[src/rtl/dma_axi_arb.sv]
// dma_axi_arb: two-port round-robin arbiter in front of a single DMA burst master.
// Optional burst watchdog enabled by defining DMA_ARB_TIMEOUT_EN.
module dma_axi_arb #(
  parameter int DMA_DATA_W = 32,
  parameter int AXI_ADDR_W = 32,
  parameter int AXI_LEN_W  = 8,
  parameter int TIMEOUT_W  = 16
) (
  input  logic                    clk,
  input  logic                    rst,
  input  logic                    valid_0,
  input  logic [AXI_ADDR_W-1:0]   address_0,
  input  logic [DMA_DATA_W-1:0]   wdata_0,
  input  logic [DMA_DATA_W/8-1:0] wstrb_0,
  input  logic [AXI_LEN_W-1:0]    dma_len_0,
  output logic [DMA_DATA_W-1:0]   rdata_0,
  output logic                    ready_0,
  output logic                    error_0,
  input  logic                    valid_1,
  input  logic [AXI_ADDR_W-1:0]   address_1,
  input  logic [DMA_DATA_W-1:0]   wdata_1,
  input  logic [DMA_DATA_W/8-1:0] wstrb_1,
  input  logic [AXI_LEN_W-1:0]    dma_len_1,
  output logic [DMA_DATA_W-1:0]   rdata_1,
  output logic                    ready_1,
  output logic                    error_1,
  output logic                    m_valid,
  output logic [AXI_ADDR_W-1:0]   m_address,
  output logic [DMA_DATA_W-1:0]   m_wdata,
  output logic [DMA_DATA_W/8-1:0] m_wstrb,
  output logic [AXI_LEN_W-1:0]    m_dma_len,
  input  logic [DMA_DATA_W-1:0]   m_rdata,
  input  logic                    m_ready,
  input  logic                    m_dma_ready,
  input  logic                    m_error,
  output logic [1:0]              gnt,
  output logic                    timeout
);
  typedef enum logic [1:0] {IDLE, BUSY, DRAIN} state_t;
  state_t               state_q, state_d;
  logic [1:0]           gnt_q, gnt_d;
  logic                 last_q, last_d;
  logic [AXI_LEN_W-1:0] len_q, len_d, cnt_q, cnt_d;
  logic                 busy, sel, pick, beat, done;
`ifdef DMA_ARB_TIMEOUT_EN
  logic [TIMEOUT_W-1:0] wd_q, wd_d;
  logic                 timeout_q, timeout_d;
`endif
  assign busy = state_q == BUSY;
  assign sel  = gnt_q[1];
  // on a tie the port that did not win last time gets the bus
  assign pick = (valid_0 && valid_1) ? ~last_q : valid_1;
  assign beat = m_valid && m_ready;
  assign done = beat && (cnt_q == len_q);
  assign gnt  = gnt_q;
  always_comb begin
    m_valid   = busy && (sel ? valid_1 : valid_0);
    m_address = busy ? (sel ? address_1 : address_0) : '0;
    m_wdata   = busy ? (sel ? wdata_1 : wdata_0) : '0;
    m_wstrb   = busy ? (sel ? wstrb_1 : wstrb_0) : '0;
    m_dma_len = busy ? len_q : '0;
    ready_0   = busy && gnt_q[0] && m_ready;
    ready_1   = busy && gnt_q[1] && m_ready;
    error_0   = gnt_q[0] && m_error;
    error_1   = gnt_q[1] && m_error;
    rdata_0   = m_rdata;
    rdata_1   = m_rdata;
  end
  always_comb begin
    state_d = state_q;
    gnt_d   = gnt_q;
    last_d  = last_q;
    len_d   = len_q;
    cnt_d   = cnt_q;
`ifdef DMA_ARB_TIMEOUT_EN
    wd_d      = wd_q;
    timeout_d = 1'b0;
`endif
    case (state_q)
      IDLE: if (m_dma_ready && (valid_0 || valid_1)) begin
        state_d = BUSY;
        gnt_d   = pick ? 2'b10 : 2'b01;
        last_d  = pick;
        len_d   = pick ? dma_len_1 : dma_len_0;
        cnt_d   = '0;
`ifdef DMA_ARB_TIMEOUT_EN
        wd_d    = '0;
`endif
      end
      BUSY: begin
        // the last beat leaves the counter alone so all-ones lengths never wrap
        if (done) state_d = DRAIN;
        else if (beat) cnt_d = cnt_q + 1'b1;
`ifdef DMA_ARB_TIMEOUT_EN
        wd_d = beat ? '0 : wd_q + 1'b1;
        if (!beat && (&wd_q)) begin
          state_d   = DRAIN;
          timeout_d = 1'b1;
        end
`endif
      end
      DRAIN: if (m_dma_ready) begin
        state_d = IDLE;
        gnt_d   = '0;
      end
      default: state_d = IDLE;
    endcase
  end
  always_ff @(posedge clk or posedge rst) begin
    if (rst) begin
      state_q   <= IDLE;
      gnt_q     <= '0;
      last_q    <= 1'b1;
      len_q     <= '0;
      cnt_q     <= '0;
`ifdef DMA_ARB_TIMEOUT_EN
      wd_q      <= '0;
      timeout_q <= 1'b0;
`endif
    end else begin
      state_q   <= state_d;
      gnt_q     <= gnt_d;
      last_q    <= last_d;
      len_q     <= len_d;
      cnt_q     <= cnt_d;
`ifdef DMA_ARB_TIMEOUT_EN
      wd_q      <= wd_d;
      timeout_q <= timeout_d;
`endif
    end
  end
`ifdef DMA_ARB_TIMEOUT_EN
  assign timeout = timeout_q;
`else
  assign timeout = |{TIMEOUT_W{1'b0}};
`endif
endmodule

[config.mk]
export PLATFORM = sky130hd
export DESIGN_NAME = dma_axi_arb
export DESIGN_NICKNAME = d
export VERILOG_FILES = /design/src/rtl/dma_axi_arb.sv
export SDC_FILE = /design/constraint.sdc
export NUM_CORES = 1
export LEC_CHECK = 0
export ABC_CLOCK_PERIOD_IN_PS = 2060
export BUFFER_PORTS_ARGS = -buffer_cell sky130_fd_sc_hd__clkbuf_2
export CAP_MARGIN = 20
export CORE_AREA = 2 2 130 132
export CTS_BUF_LIST = sky130_fd_sc_hd__clkbuf_4 sky130_fd_sc_hd__clkbuf_8 sky130_fd_sc_hd__clkbuf_16
export DETAILED_ROUTE_END_ITERATION = 10
export DIE_AREA = 0 0 132 134
export SYNTH_ARGS = -nofsm -noshare
export SYNTH_HDL_FRONTEND = slang
export SYNTH_SLANG_ARGS = --single-unit
[constraint.sdc]
create_clock -name clk -period 2.06 [get_ports clk]
set_input_delay 0.206 -clock clk [delete_from_list [all_inputs] [get_ports clk]]
set_output_delay 0.206 -clock clk [all_outputs]
set_load 0.02 [all_outputs]
==> out/metrics.yaml <==
outcome: "finished clean"
synth.net_count: 548
detail_route.wl_per_cell_um: 15.85
cts.htree.levels: 1
first_pass_grt_wire_length_um: 16670
yosys_top_cell_by_area: "sky130_fd_sc_hd__mux2i_1"
final_layout_size_suffix_gt1_frac: 0.5085
end_of_the_worst_register_to_register_path: "last_q$_DFFE_PP1P_"
synth_top_area_frac: 0.2715
finalHoldViolations: 0
clock-skew-final_ns: 0.005114
die_w_um: 132
setup_viol: 0
die_h_um: 134
syn-cell-area_sq_um: 2839
max_freq_mhz: 515.5
area_growth_syn_to_layout_pct: 40.37
grt_pass1_vias: 2865
r2r_setup_slack_ns: 0.28
number_of_maximum_capacitance_constraint_violations: 0
via_count: 3109
postSynth.topFlopCell: "sky130_fd_sc_hd__dfrtp_1"
dpl_worst_slack_ns: 0.2644
synth-edff-count: 0
cp_max_fo: 22
power_density_nw_per_um2: 1252
postSynthAreaPerCell_sq_um: 7.975
initial_core_util: 0.1743
cts_tree: "done"
critPathCaptureType: "primary output"
synth_cell_types: 43
final_critical_path_setup_slack_ns: 0.1201
fin_crit_sh: 0.9417
arrival_ns: 1.73
max-slew-margin-rel: 0.4675
layout_min_cycle_time_ns: 1.940
clk_path_buf_depth: 2
critical_path_required_ns: 1.85
synth_seq_cells: 21
cts.root.buffer_cell: "sky130_fd_sc_hd__clkbuf_16"
mostFrequentLayoutCells: "sky130_fd_sc_hd__clkbuf_2, sky130_fd_sc_hd__mux2i_1, sky130_fd_sc_hd__nor2_1, sky130_fd_sc_hd__dfrtp_1, sky130_fd_sc_hd__and2_1"
dp.final_hpwl_um: 10050
io_buffers: 241
insertion_delay_of_the_later_clocked_pin_in_the_worst_skew_pair_ns: 0.26
io_pins: 339
clock_sinks: 21
detail_route.iter0.violations: 96
slew_viol_final: 0
crit-reg2reg-launch: "state_q[0]$_DFFE_PP0P_"
ant_nets: 0
type_of_the_tightest_min_delay_check: "in -> async"
placeableCoreArea_sq_um: 16290
std_cell_rows: 47
finalSetupTns_ns: 0
timing.setup.critical_path_class: "reg -> out"
layout.nets: 722
cts-buffers-inserted: 3
final_replace_weighted_congestion: 0.8639
path_clk_slew_ns: 0.06
seq_area_frac_synth: 0.1855
grt_setup_unrepaired: "no"
worst-r2r-cell-count: 3
number_of_antenna_violations_at_the_first_check_in_global_routing: 6
grt_max_degree: 48
irDropWorstVdd_v: 0.0005600
worst-slew-pin-transition_ns: 0.7979
syn-instance-count: 356
die-area_sq_um: 17690
synth_area_leaders: "sky130_fd_sc_hd__mux2i_1, sky130_fd_sc_hd__dfrtp_1, sky130_fd_sc_hd__buf_4"
detail_route.wirelength_um: 11920
drc: 0
synthArstFlopShare: 1.000
groute.usage.overall: 0.1235
layout.cells.most_common: "sky130_fd_sc_hd__clkbuf_2"
globalRouteOverflowTotal: 0
postCtsSetupBuffers: 0
synth.yosys.warnings: 0
detail_route.vias_per_cell: 4.134
type_of_origin_of_the_critical_path: "flop"
leakagePower_nw: 2.460
dr.pass1.iters: 4
worst max-delay path, cell delays in order, from the launching register on:
cell and delay (ns):
sky130_fd_sc_hd__dfrtp_4 0.60, sky130_fd_sc_hd__buf_16 0.23, sky130_fd_sc_hd__buf_4 0.17, sky130_fd_sc_hd__mux2i_1 0.22, sky130_fd_sc_hd__nor2_1 0.06, sky130_fd_sc_hd__clkbuf_2 0.16
sequential cells by signal (all words and copies together) (netlist names):
register  count
last_q        1
gnt           2
state_q       2
len_q         8
cnt_q         8
metrics by stage:
stage                     hold slack [ns]  utilization  std cells  area [sq um]  power, W
after floorplan                    0.1818            -        356          2839  0.003439
after global placement             0.3736       0.2373        744          3865  0.004506
after detailed placement           0.3793       0.2373        744          3865  0.004524
after CTS                          0.1036       0.2422        748          3945  0.004951
after global routing               0.1543       0.2442        749          3978  0.005347
final                             0.07147       0.2446        752          3985  0.004988
layout make-up:
cell class	instances	area [sq um]
Antenna cell	3	7.507
Clock buffer	3	75.07
Clock inverter	1	5.005
Fill cell	1803	12300
Inverter	2	7.507
Multi-Input combinational cell	247	1723
Sequential cell	21	530.5
Tap cell	220	275.3
Timing Repair Buffer	255	1361
logic make-up (layout without fill, tap and decap cells):
logic type,count (synthesis),count (layout),synth area share
compound gates,33,33,0.09167
xor+xnor,8,8,0.02468
fa+ha+maj,1,1,0.004407
buf+inv,88,261,0.2085
flops,21,21,0.1855
mux,80,80,0.2847
other cells,1,4,0.001321
simple gates,124,124,0.1992
synthesized netlist by cell type, types with 3 or more instances:
| master | number |
|---|---|
| sky130_fd_sc_hd__nand4_1 | 4 |
| sky130_fd_sc_hd__o21ai_1 | 11 |
| sky130_fd_sc_hd__buf_2 | 11 |
| sky130_fd_sc_hd__nor2_1 | 72 |
| sky130_fd_sc_hd__and2_1 | 14 |
| sky130_fd_sc_hd__nand2_1 | 13 |
| sky130_fd_sc_hd__dfrtp_1 | 20 |
| sky130_fd_sc_hd__a21oi_1 | 3 |
| sky130_fd_sc_hd__clkbuf_1 | 9 |
| sky130_fd_sc_hd__mux2i_1 | 77 |
| sky130_fd_sc_hd__a211oi_1 | 3 |
| sky130_fd_sc_hd__a211o_1 | 4 |
| sky130_fd_sc_hd__buf_4 | 66 |
| sky130_fd_sc_hd__nand3_1 | 3 |
| sky130_fd_sc_hd__xnor2_1 | 8 |
| sky130_fd_sc_hd__and3_1 | 4 |
layer usage:
metal,wire [um],part of all wire,vias to the layer above,track usage
met4,191,0.016,6,0.03019
met3,1590,0.13,36,0.06727
met2,4905,0.41,205,0.1771
met1,5187,0.44,1363,0.1611
li1,-,-,1499,-
met5,41,0.0034,-,0
power by group:
part | switching, W | internal [W]
Clock | 0.000157 | 0.000261
Combinational | 0.00219 | 0.00154
Sequential | 0.000262 | 0.000584
worst max-delay path by stage:
stage	start	endpoint	slack [ns]	depth (start not counted)
2_1_floorplan	gnt[1]$_DFFE_PP0P_	cnt_q[4]$_DFFE_PP0P_	0.47	5
3_5_place_dp	state_q[0]$_DFFE_PP0P_	last_q$_DFFE_PP1P_	0.26	3
6_report	gnt[1]$_DFFE_PP0P_	m_address[12]	0.12	5
5_1_grt	gnt[1]$_DFFE_PP0P_	m_address[12]	0.02	5
4_1_cts	gnt[1]$_DFFE_PP0P_	m_address[12]	0.05	5
3_3_place_gp	state_q[1]$_DFFE_PP0P_	cnt_q[0]$_DFFE_PP0P_	0.31	4
repair_timing:
| item | 4_1_cts | 5_1_grt |
|---|---|---|
| setup endpoints to repair | 0 | 4 |
| endpoints found under the hold margin | 0 | 0 |
| hold buffers | 0 | 0 |
| resized for setup | 0 | 1 |
Power figures use the tool's default switching activity.
